`config.mk`:
```
export PLATFORM = sky130hd
export DESIGN_NAME = instr_encoder
export DESIGN_NICKNAME = d
export VERILOG_FILES = /design/src/rtl/instr_encoder.sv
export SDC_FILE = /design/constraint.sdc
export NUM_CORES = 1
export LEC_CHECK = 0
export BUFFER_PORTS_ARGS = -buffer_cell sky130_fd_sc_hd__buf_2
export CORE_MARGIN = 3
export CORE_UTILIZATION = 35
export DETAILED_ROUTE_END_ITERATION = 7
export PLACE_DENSITY_LB_ADDON = 0.3
export SETUP_SLACK_MARGIN = 0.02
export SYNTH_ARGS = -nofsm -noshare
export SYNTH_HDL_FRONTEND = slang
export SYNTH_SLANG_ARGS = --single-unit
```
`constraint.sdc`:
```
create_clock -name clk -period 3.9 [get_ports clk]
set_input_delay 0.78 -clock clk [delete_from_list [all_inputs] [get_ports clk]]
set_output_delay 0.78 -clock clk [all_outputs]
set_load 0.01 [all_outputs]
```
`src/rtl/instr_encoder.sv`:
```
// ============================================================================
// Module      : instr_encoder
// Description : Encodes instruction descriptors into 32-bit words, buffers
//               them in a small FIFO and streams them to instruction memory.
// Revision    : 1.0 - initial release
// ============================================================================
`default_nettype none

module instr_encoder #(
  parameter int          DEPTH     = 4,
  parameter logic [31:0] BASE_ADDR = 32'h0000_0000
) (
  input  logic        clk,
  input  logic        reset,
  input  logic        in_valid,
  output logic        in_ready,
  input  logic [1:0]  in_class,
  input  logic [3:0]  in_cond,
  input  logic [3:0]  in_fn,
  input  logic        in_s,
  input  logic        in_imm_sel,
  input  logic [3:0]  in_rn,
  input  logic [3:0]  in_rd,
  input  logic [3:0]  in_rm,
  input  logic [23:0] in_imm,
  input  logic        in_last,
  input  logic        clear,
  input  logic        mem_ready,
  output logic        mem_we,
  output logic [31:0] mem_addr,
  output logic [31:0] mem_wdata,
  output logic        done,
  output logic        err,
  output logic [15:0] word_count
);

  localparam int              c_AW    = $clog2(DEPTH);
  localparam logic [c_AW:0]   c_DEPTH = (c_AW + 1)'(DEPTH);

  typedef enum logic [1:0] {
    S_IDLE  = 2'd0,
    S_LOAD  = 2'd1,
    S_DRAIN = 2'd2,
    S_DONE  = 2'd3
  } state_t;

  state_t            r_state;
  state_t            w_state_nxt;
  logic [31:0]       r_fifo [DEPTH];
  logic [c_AW-1:0]   r_wr_ptr;
  logic [c_AW-1:0]   r_rd_ptr;
  logic [c_AW:0]     r_count;
  logic [31:0]       r_addr;
  logic [15:0]       r_word_count;
  logic              r_err;
  logic [31:0]       w_word;
  logic [11:0]       w_op2;
  logic              w_accept;
  logic              w_legal;
  logic              w_push;
  logic              w_pop;
  logic              w_restart;

  // Ready depends only on registered state so memory back-pressure never loops back.
  assign in_ready   = (r_count < c_DEPTH) && ((r_state == S_IDLE) || (r_state == S_LOAD));
  assign w_accept   = in_valid & in_ready;
  assign w_legal    = (in_class != 2'b11);
  assign w_push     = w_accept & w_legal;
  assign mem_we     = (r_count != '0);
  assign w_pop      = mem_we & mem_ready;
  assign mem_wdata  = mem_we ? r_fifo[r_rd_ptr] : 32'h0;
  assign mem_addr   = r_addr;
  assign word_count = r_word_count;
  assign err        = r_err;
  assign done       = (r_state == S_DONE);
  assign w_restart  = (r_state == S_DONE) & clear;

  always_comb begin
    w_op2  = in_imm_sel ? in_imm[11:0] : {8'h00, in_rm};
    w_word = 32'h0;
    case (in_class)
      2'b00:   w_word = {in_cond, 2'b00, in_imm_sel, in_fn, in_s, in_rn, in_rd, w_op2};
      2'b01:   w_word = {in_cond, 2'b01, in_imm_sel, 2'b11, 2'b00, in_fn[0], in_rn, in_rd, w_op2};
      2'b10:   w_word = {in_cond, 4'b1010, in_imm};
      default: w_word = 32'h0;
    endcase
  end

  always_ff @(posedge clk) begin
    if (w_push) begin
      r_fifo[r_wr_ptr] <= w_word;
    end
  end

  always_ff @(posedge clk) begin
    if (reset) begin
      r_wr_ptr <= '0;
      r_rd_ptr <= '0;
      r_count  <= '0;
    end else begin
      if (w_push) r_wr_ptr <= r_wr_ptr + 1'b1;
      if (w_pop)  r_rd_ptr <= r_rd_ptr + 1'b1;
      case ({w_push, w_pop})
        2'b10:   r_count <= r_count + 1'b1;
        2'b01:   r_count <= r_count - 1'b1;
        default: r_count <= r_count;
      endcase
    end
  end

  always_ff @(posedge clk) begin
    if (reset || w_restart) begin
      r_addr       <= BASE_ADDR;
      r_word_count <= 16'h0000;
      r_err        <= 1'b0;
    end else begin
      if (w_pop) begin
        r_addr <= r_addr + 32'd4;
        if (r_word_count != 16'hFFFF) r_word_count <= r_word_count + 16'd1;
      end
      if (w_accept && !w_legal) r_err <= 1'b1;
    end
  end

  always_ff @(posedge clk) begin
    if (reset) r_state <= S_IDLE;
    else       r_state <= w_state_nxt;
  end

  always_comb begin
    w_state_nxt = r_state;
    case (r_state)
      S_IDLE:  if (w_accept) w_state_nxt = in_last ? S_DRAIN : S_LOAD;
      S_LOAD:  if (w_accept && in_last) w_state_nxt = S_DRAIN;
      S_DRAIN: if (r_count == '0) w_state_nxt = S_DONE;
      S_DONE:  if (clear) w_state_nxt = S_IDLE;
      default: w_state_nxt = S_IDLE;
    endcase
  end

endmodule

`default_nettype wire

```
==> results.md, run 1 <==
Layout:
- For this run, the number of standard cells in the final layout without fillers is 1042.
- The fraction of the core area covered by cells at the end of the flow is 42.99%.
- The final-stage net count is 811.
- The multi-input combinational cells in the finished layout cover a total of 2922 µm².
- Compared with the post-synthesis result, the final layout area differs by 20.18%.
- The share of post-route cells with drive strength above 1 is 29.33%.
- Once layout is done, the placed cells without fillers occupy 9762 µm².
- The number of antenna diodes in the final layout is 0.
- The layout has 2139 filler cells.
- The sequential cells in the finished layout cover a total of 5006 µm².

Pwr:
- The analysis attributes to cell leakage a power of 3.562 nW.
- In this run the power density over the cells is 584.0 nW/µm².
- The completed layout was analyzed and its total power is 5.701 mW.
- The worst IR drop on VDD is 0.0003307 V.

Clock tree:
- The H-tree was split into 4 levels.
- The master cell of the clock root buffer is clkbuf_16.
- The number of buffers added to fix hold violations after cts is 0.
- The TritonCTS clock tree is yes.
- The number of buffers inserted to repair setup after CTS is 0.
- The clock edge transition at the registers on the reported setup and hold paths is 0.07 ns.
- The clock insertion delay at the later pin of the skew report is 0.43 ns.
- The clock tree buffer depth is 2.
- The number of gates given a new drive strength after cts is 0.
- The number of buffers created by CTS is 17.
- The number of sinks handled by clock tree synthesis is 186.

Logic synthesis:
- By area the synthesized netlist is led by edfxtp_1, dfxtp_1, mux4_2.
- The Yosys step of the flow raised 0 warnings.
- The flop and latch count out of synthesis is 186.
- The synthesized cell area is 8123 µm².
- The number of synthesized flops with an enable pin is 128.
- Of all cell types, the one taking the most synthesized area is edfxtp_1.
- Of the post-synthesis cell area, the dominant cell type holds 47.32%.
- The portion of the post-synthesis area used by sequential elements is 61.61%.
- The proportion of synthesized flip-flops having asynchronous set or reset is 0%.
- Synthesis produced a netlist whose cell count is 608.
- The mean instance size in the synthesized netlist is 13.36 µm².
- The dominant register cell in the synthesized netlist is edfxtp_1.
- Synthesis instantiated 48 different standard cells from the library.

Place:
- The instance area at placement is 9145 µm².
- The quantity of I/O buffers inserted on ports is 135.
- Once detailed placement completed, the half-perimeter wirelength came to 12320 µm.
- The instance count after placement with tap cells included is 1010.
- Routability-driven placement finished with a final weighted congestion of 0.7717.
- Timing analysis after detailed placement gives a worst setup slack of 0.6717 ns.

Critical path:
- The start-to-end type of the worst setup path is reg2out.
- The kind of end point of the critical path is an output pin.
- For the worst setup path, the data required time is 3.12 ns.
- The startpoint type of the worst setup path is a flop.
- The endpoint arrival time on the critical path is 2.29 ns.
- The largest fanout on the critical path is 31.

Global route:
- The via count of the first global-routing pass is 5399.
- The first global-routing pass estimated 28600 µm of wire.
- The total congestion overflow after global routing is 0.
- Entering global routing, the biggest net connects 33 pins.
- Global routing used 14.67% of the available tracks.
- The number of antenna violations at the first check in global routing is 1.

Worst hold path:
- The tightest min-delay check is of the reg2reg type.

STA:
- Timing would allow up to 0.3262 GHz.
- The worst hold margin is 0.4728 ns.
- The final count of pins violating max slew came to 0.
- The final total negative setup slack is 0 ns.
- For the final database, setup skew stands at 0.01574 ns.
- After layout, the minimum clock period comes to 3.065 ns.
- The total count of hold-check failures in the final report is 0.
- At the pin with the least slew margin, the transition time is 0.8934 ns.
- Setup slack on the critical path of the routed design comes to 0.8345 ns.
- The final clock period utilization by the worst path is 78.60%.
- Setup violations remaining at the end of the flow were counted as 0.
- Setup repair after global routing left no endpoint under its margin.
- The worst pin sits at a relative slew slack of 40.44%.

Routing:
- The number of vias in the routed layout is 5365.
- The via count normalized by instance count is 5.149.
- In the final routed layout, each cell accounts on average for 17.30 µm.
- After detailed routing, the number of remaining DRC violations is 0.
- Summed over all layers, the routed wires come to 18030 µm.
- Once detail routing completed, the nets flagged for antenna violations numbered 0.
- The first detailed-routing pass took 5 iterations.
- The count of routing violations after the opening detailed-route iteration is 327.

Floorplanning:
- The initial utilization of the core area, before any placement, comes to 35.77%.
- The standard-cell row count is 55.
- The overall die area is 25070 µm².
- After floorplanning, the core was sized to cover 22710 µm².
- From bottom edge to top edge, the die measures 158.3 µm.
- Pin placement for this block handled 138 I/O pins.
- The die is 158.3 µm wide.

Job:
- The count of max-cap constraint violations is 0.

Status:
- The run finished with clean final reports.
==> state kept, by name, summed over array words and instances (netlist names), named ones only <==
register and flops:
r_state 2, r_fifo 128, r_count 3, word_count 16, err 1, r_rd_ptr 2
r_wr_ptr 2, mem_addr 30
==> cell usage in the layout, fill, tap and decap left out, drive strengths merged, types with 14 or more instances in the layout <==
cell / n
a21oi: 37
o31ai: 21
edfxtp: 128
nor2: 29
inv: 25
clkbuf: 17
buf: 149
nand3: 16
nand2: 29
and2: 48
nand4: 14
dfxtp: 58
o21ai: 16
mux4: 32
or4: 22
==> worst max-delay path, stage by stage (launching register included) <==
cell      delay, ns
dfxtp_1        0.30
buf_4          0.15
nor3_1         0.41
clkinv_1       0.34
buf_4          0.32
and2_1         0.19
buf_2          0.14
==> metal layers <==
| layer | vias to the layer above | wire length, µm | part of all wire [%] | GRT usage, % |
|---|---|---|---|---|
| met1 | 2564 | 8055 | 45 | 19.24 |
| met4 | 2 | 142 | 0.79 | 3.318 |
| met2 | 154 | 8562 | 48 | 24.38 |
| met3 | 18 | 1251 | 6.9 | 4.159 |
| met5 | - | 13 | 0.072 | 0 |
| li1 | 2627 | - | - | - |
==> layout make-up <==
class                           instances  share of cell area (%)
Multi-Input combinational cell        372                   29.93
Clock inverter                         15                   1.961
Timing Repair Buffer                  149                   8.126
Tap cell                              285                   3.653
Clock buffer                           17                   4.358
Inverter                               18                  0.6921
Sequential cell                       186                   51.28
==> cell usage after synthesis, types with 3 or more instances <==
cell type / count
mux4_2: 32
buf_2: 5
xnor2_1: 7
o311ai_0: 3
nand3_1: 16
inv_1: 16
nor3_1: 8
ha_1: 12
nand2_1: 29
buf_1: 3
a311oi_1: 3
or4_1: 20
and4_1: 8
o21ai_0: 16
nor2_1: 29
clkbuf_1: 23
dfxtp_1: 58
edfxtp_1: 128
and3_1: 8
a21oi_1: 37
o31ai_1: 21
a22o_1: 8
and2_1: 48
xor2_1: 6
nand4_1: 14
mux2i_1: 13
nand2b_1: 3
or3_1: 8
==> path summary, 6_finish.rpt <==
check | start | to | slack (ns) | cells after the start
worst min-delay path | err | err | 0.47 | 1
worst max register to register | r_state[0] | r_fifo[0][20] | 1.22 | 5
worst max-delay path | r_count[2] | mem_wdata[1] | 0.83 | 6
worst min register to register | err | err | 0.47 | 1
==> power by group <==
group | internal (mW) | switching (mW)
clock network | 0.881 | 0.862
registers | 2.35 | 0.119
logic | 0.696 | 0.795
==> cell families after synthesis <==
family          share of synthesized area [%]
simple gates                            14.16
fa+ha+maj                               2.095
compound gates                          7.687
flops                                   61.61
buf+inv                                 2.526
xor+xnor                                1.402
mux                                     10.47
other cells                           0.04617
Power figures use the tool's default switching activity.
==> inputs of run 2 (changes only) <==
--- a/config.mk
+++ b/config.mk
@@ -5,6 +5,7 @@
 export SDC_FILE = /design/constraint.sdc
 export NUM_CORES = 1
 export LEC_CHECK = 0
+export ABC_AREA = 1
 export BUFFER_PORTS_ARGS = -buffer_cell sky130_fd_sc_hd__buf_2
 export CORE_MARGIN = 3
 export CORE_UTILIZATION = 35
==> constraint.sdc (replaced) <==
create_clock -name clk -period 2.8 [get_ports clk]
set_input_delay 0.56 -clock clk [delete_from_list [all_inputs] [get_ports clk]]
set_output_delay 0.56 -clock clk [all_outputs]
set_load 0.01 [all_outputs]
==> run 2 against run 1 <==
  * Synthesized area is 4.0% higher
  * Critical path depth is 1 lower
  * Global-route usage is 0.92 points higher
  * Clock skew is 0.0012 ns higher
  * Flip-flop and latch count stayed put
  * Combinational power is 81% higher
  * Clock power is 38% higher
  * Synthesized cell count is 52% higher
  * Largest cell class unchanged
  * Highest routed layer unchanged
==> results.md, run 2 <==
STA:
- Setup repair after global routing left no endpoint under its margin.
- For the pin with the worst max-slew slack, the measured transition is 0.8599 ns.
- The final count of pins violating max slew came to 0.
- Between clock sinks in the finished design, the worst skew comes to 0.01692 ns.
- The smallest clock period supported by the final layout is computed as 2.519 ns.
- The final clock period utilization by the worst path is 89.98%.
- The total count of hold-check failures in the final report is 0.
- The number of setup violations in the final report is 0.
- The worst slew slack as a fraction of its limit is 42.61%.
- The maximum achievable frequency is 0.3969 GHz.

Logic synthesis:
- Averaged over all synthesized cells, the footprint is 9.129 µm².
- Sorting the synthesized cells by area gives the leading types as edfxtp_1, dfxtp_1, nor2_1.
- Counting distinct cell types in the post-synthesis netlist gives 35.
- The biggest area contributor in the post-synthesis netlist is edfxtp_1.
- Yosys printed 0 warnings.
- The portion of the post-synthesis area used by sequential elements is 59.27%.
- The proportion of synthesized flip-flops having asynchronous set or reset is 0%.
- The synthesized instance count is 925.
- The most repeated cell in the gate-level netlist after synthesis is nor2_1.
- In this run the cell area of the synthesized design comes to 8444 µm².
- In the synthesized netlist the dominant register cell turns out to be edfxtp_1.
- Counting flops and latches in the post-synthesis netlist gives 186.
- The area fraction of the dominant cell type after synthesis is 45.52%.
- The synthesized design contains 128 enable-type register cells.
- Ranked by instance count, the synthesized netlist is headed by nor2_1, edfxtp_1, nand2_1.

Routing:
- The via count normalized by instance count is 4.763.
- The first-pass iteration count of the detailed router is 4.
- Dividing the detail-routed wire length by the instance count gives 14.51 µm.
- The count of routing violations after the opening detailed-route iteration is 329.
- The number of vias in the routed layout is 6635.
- In the routed design, unresolved DRC markers number 0.
- Once detail routing completed, the nets flagged for antenna violations numbered 0.
- The routed design has 20220 µm of wire.

Place:
- The instance area at placement is 9567 µm².
- The quantity of I/O buffers inserted on ports is 135.
- The routability-driven placement congestion ratio is 0.8101.
- Once detailed placement completed, the half-perimeter wirelength came to 13010 µm.
- The instance count after placement with tap cells included is 1361.

Critical path:
- The total stage count of the critical path is 5.
- The setup slack on the worst flop-to-flop path is 0.55 ns.
- The critical path in this run is classified as reg2out.
- STA puts the critical path data arrival time at 1.96 ns.
- The number of buffers and inverters on the critical path is 3.
- The number of cells on the worst reg-to-reg path is 14.
- The worst register-to-register path begins at r_state[0].
- The critical path goes through clkinv_1 -> buf_4 -> o21ai_0 -> a21oi_1 -> buf_2.
- The startpoint type of the worst setup path is a flop.
- The worst-path cell with the longest stage delay is buf_4.
- Of all nets on the critical path, the largest fanout is 64.
- For the worst setup path, the data required time is 2.24 ns.
- The largest stage delay on the critical path is 0.47 ns.
- The kind of cell adding the most delay to the critical path is buffers and inverters.
- The worst setup path is captured at an output pin.
- The worst register-to-register path ends at r_count[2].
- In this run the worst setup path terminates at mem_wdata[25].

Clock tree:
- The number of H-tree levels is 4.
- The TritonCTS clock tree is yes.
- The number of buffers added to fix hold violations after cts is 0.
- The number of gates given a new drive strength after cts is 0.
- The number of buffers created by CTS is 17.
- The clock insertion delay at the later pin of the skew report is 0.43 ns.
- For this design, the sink count on the clock tree is 186.
- The clock passes through at most 2 buffers.
- The number of buffers inserted to repair setup after CTS is 0.
- The clock edge transition at the registers on the reported setup and hold paths is 0.07 ns.
- The root buffer cell chosen for the clock tree is clkbuf_16.

Floorplanning:
- The floorplan step defined a core boundary enclosing 23610 µm².
- The x dimension of the die is 161.3 µm.
- The vertical die dimension is 161.3 µm.
- Once the floorplan was initialized, standard cells occupied 35.76% of the core.
- In this run the core area contains 56 standard-cell rows.
- The count of pins on the block boundary is 138.
- The die covers 26030 µm².

Layout:
- The flip-flop count of the largest register, all copies and words added is 128.
- The final-stage net count is 1128.
- The top register by number of flip-flops is r_fifo.
- The most common cell after layout, fill and taps aside is nor2_1.
- Relative to the synthesized area, the layout overhead comes to 20.43%.
- The library cells used most frequently in the layout, excluding fill and tap cells, are nor2_1, buf_2, edfxtp_1.
- Cells with a size suffix above 1 make up 19.09% of the layout.
- Across the whole layout, storage elements account for 5006 µm².
- For this run, the number of standard cells in the final layout without fillers is 1393.
- The filler cell count is 2338.
- Summing all non-filler instances in the final layout gives an area of 10170 µm².
- The number of diodes is 0.
- The area used by multi-input combinational logic is 2969 µm².

Global route:
- The total congestion overflow after global routing is 0.
- The via count of the first global-routing pass is 6241.
- For this run, the total global-route usage over all layers was measured as 15.59%.
- The first global-routing pass estimated 32200 µm of wire.
- Entering global routing, the biggest net connects 65 pins.
- The number of antenna violations at the first check in global routing is 1.

Pwr:
- In this run the static leakage power is 4.020 nW.
- The worst-case IR drop observed on VDD is 0.0003761 V.
- Power spread over the standard cell area amounts to 839.0 nW/µm².

Worst hold path:
- Along the worst hold path, the cell count comes to 2.
- In this run the worst hold path is classified as in2reg.

Job:
- The tool flagged a number of max-cap violations equal to 0.

Status:
- The flow ran to the end, and the final reports show no timing, DRC or antenna violations.
## run 2: cell count changes after synthesis, moves of 13 or more
cell / before / now
nor2_1: 29 / 228
nand2_1: 29 / 118
inv_1: 16 / 91
o21ai_0: 16 / 86
and2_1: 48 / 0
mux4_2: 32 / 0
a21oi_1: 37 / 66
o31ai_1: 21 / 0
or4_1: 20 / 0
mux2i_1: 13 / 0
## run 2: worst min-delay path by stage
| stage | start | to | slack (ns) |
|---|---|---|---|
| 2_1_floorplan | r_rd_ptr[1] | flop | 0.44 |
| 3_3_place_gp | r_rd_ptr[1] | flop | 0.45 |
| 3_5_place_dp | r_rd_ptr[1] | r_rd_ptr[1] | 0.47 |
| 4_1_cts | reset | r_state[1] | 0.36 |
| 5_1_grt | reset | r_state[0] | 0.37 |
| 6_report | reset | r_count[1] | 0.38 |
## run 2: routing by layer
layer	vias to the layer above	global-route usage, %	part of all wire (%)
met5	-	0	0.040
met4	2	3.598	0.74
met3	13	3.898	6.3
met2	198	26.09	48
met1	3066	20.49	45
li1	3356	-	-
## run 2: metrics by stage
step / utilization, % / hold WS [ns] / total power, mW / setup TNS [ns] / setup slack (ns)
after floorplan: - / 0.4356 / 5.164 / -15.88 / -0.1241
after global placement: 40.52 / 0.4497 / 6.199 / 0 / 0.5679
after detailed placement: 40.52 / 0.4707 / 6.239 / 0 / 0.4825
after CTS: 43.07 / 0.3565 / 8.651 / 0 / 0.2073
after global routing: 43.07 / 0.3651 / 9.095 / 0 / 0.1103
final: 43.07 / 0.3795 / 8.533 / 0 / 0.2806
## run 2: kinds of logic (layout without fill, tap and decap cells)
group / count (synthesis) / after routing / share of synthesized area [%]
adder cells (fa/ha/maj): 13 / 13 / 2.015
AO/OA/AOI/OAI: 185 / 185 / 12.19
buffers and inverters: 126 / 274 / 6.016
AND/OR/NAND/NOR: 409 / 409 / 19.94
XOR/XNOR: 5 / 5 / 0.5187
flip-flops: 186 / 186 / 59.27
other: 1 / 2 / 0.04441
## run 2: layout make-up
class                   instances  share of cell area, %
clock buffers                  17                  4.183
clock inverters                15                  1.747
inverters                      93                  3.433
multi-input cells             614                  29.20
flip-flops and latches        186                  49.22
well taps                     319                  3.925
repair buffers                149                  8.292
## run 2: where the power goes
part | total, mW | leakage (nW) | internal, mW | switching (mW)
clock network | 2.40 | 0.295 | 1.22 | 1.19
logic | 2.70 | 2.08 | 0.871 | 1.83
registers | 3.43 | 1.65 | 3.31 | 0.120
total | 8.53 | 4.02 | 5.40 | 3.13
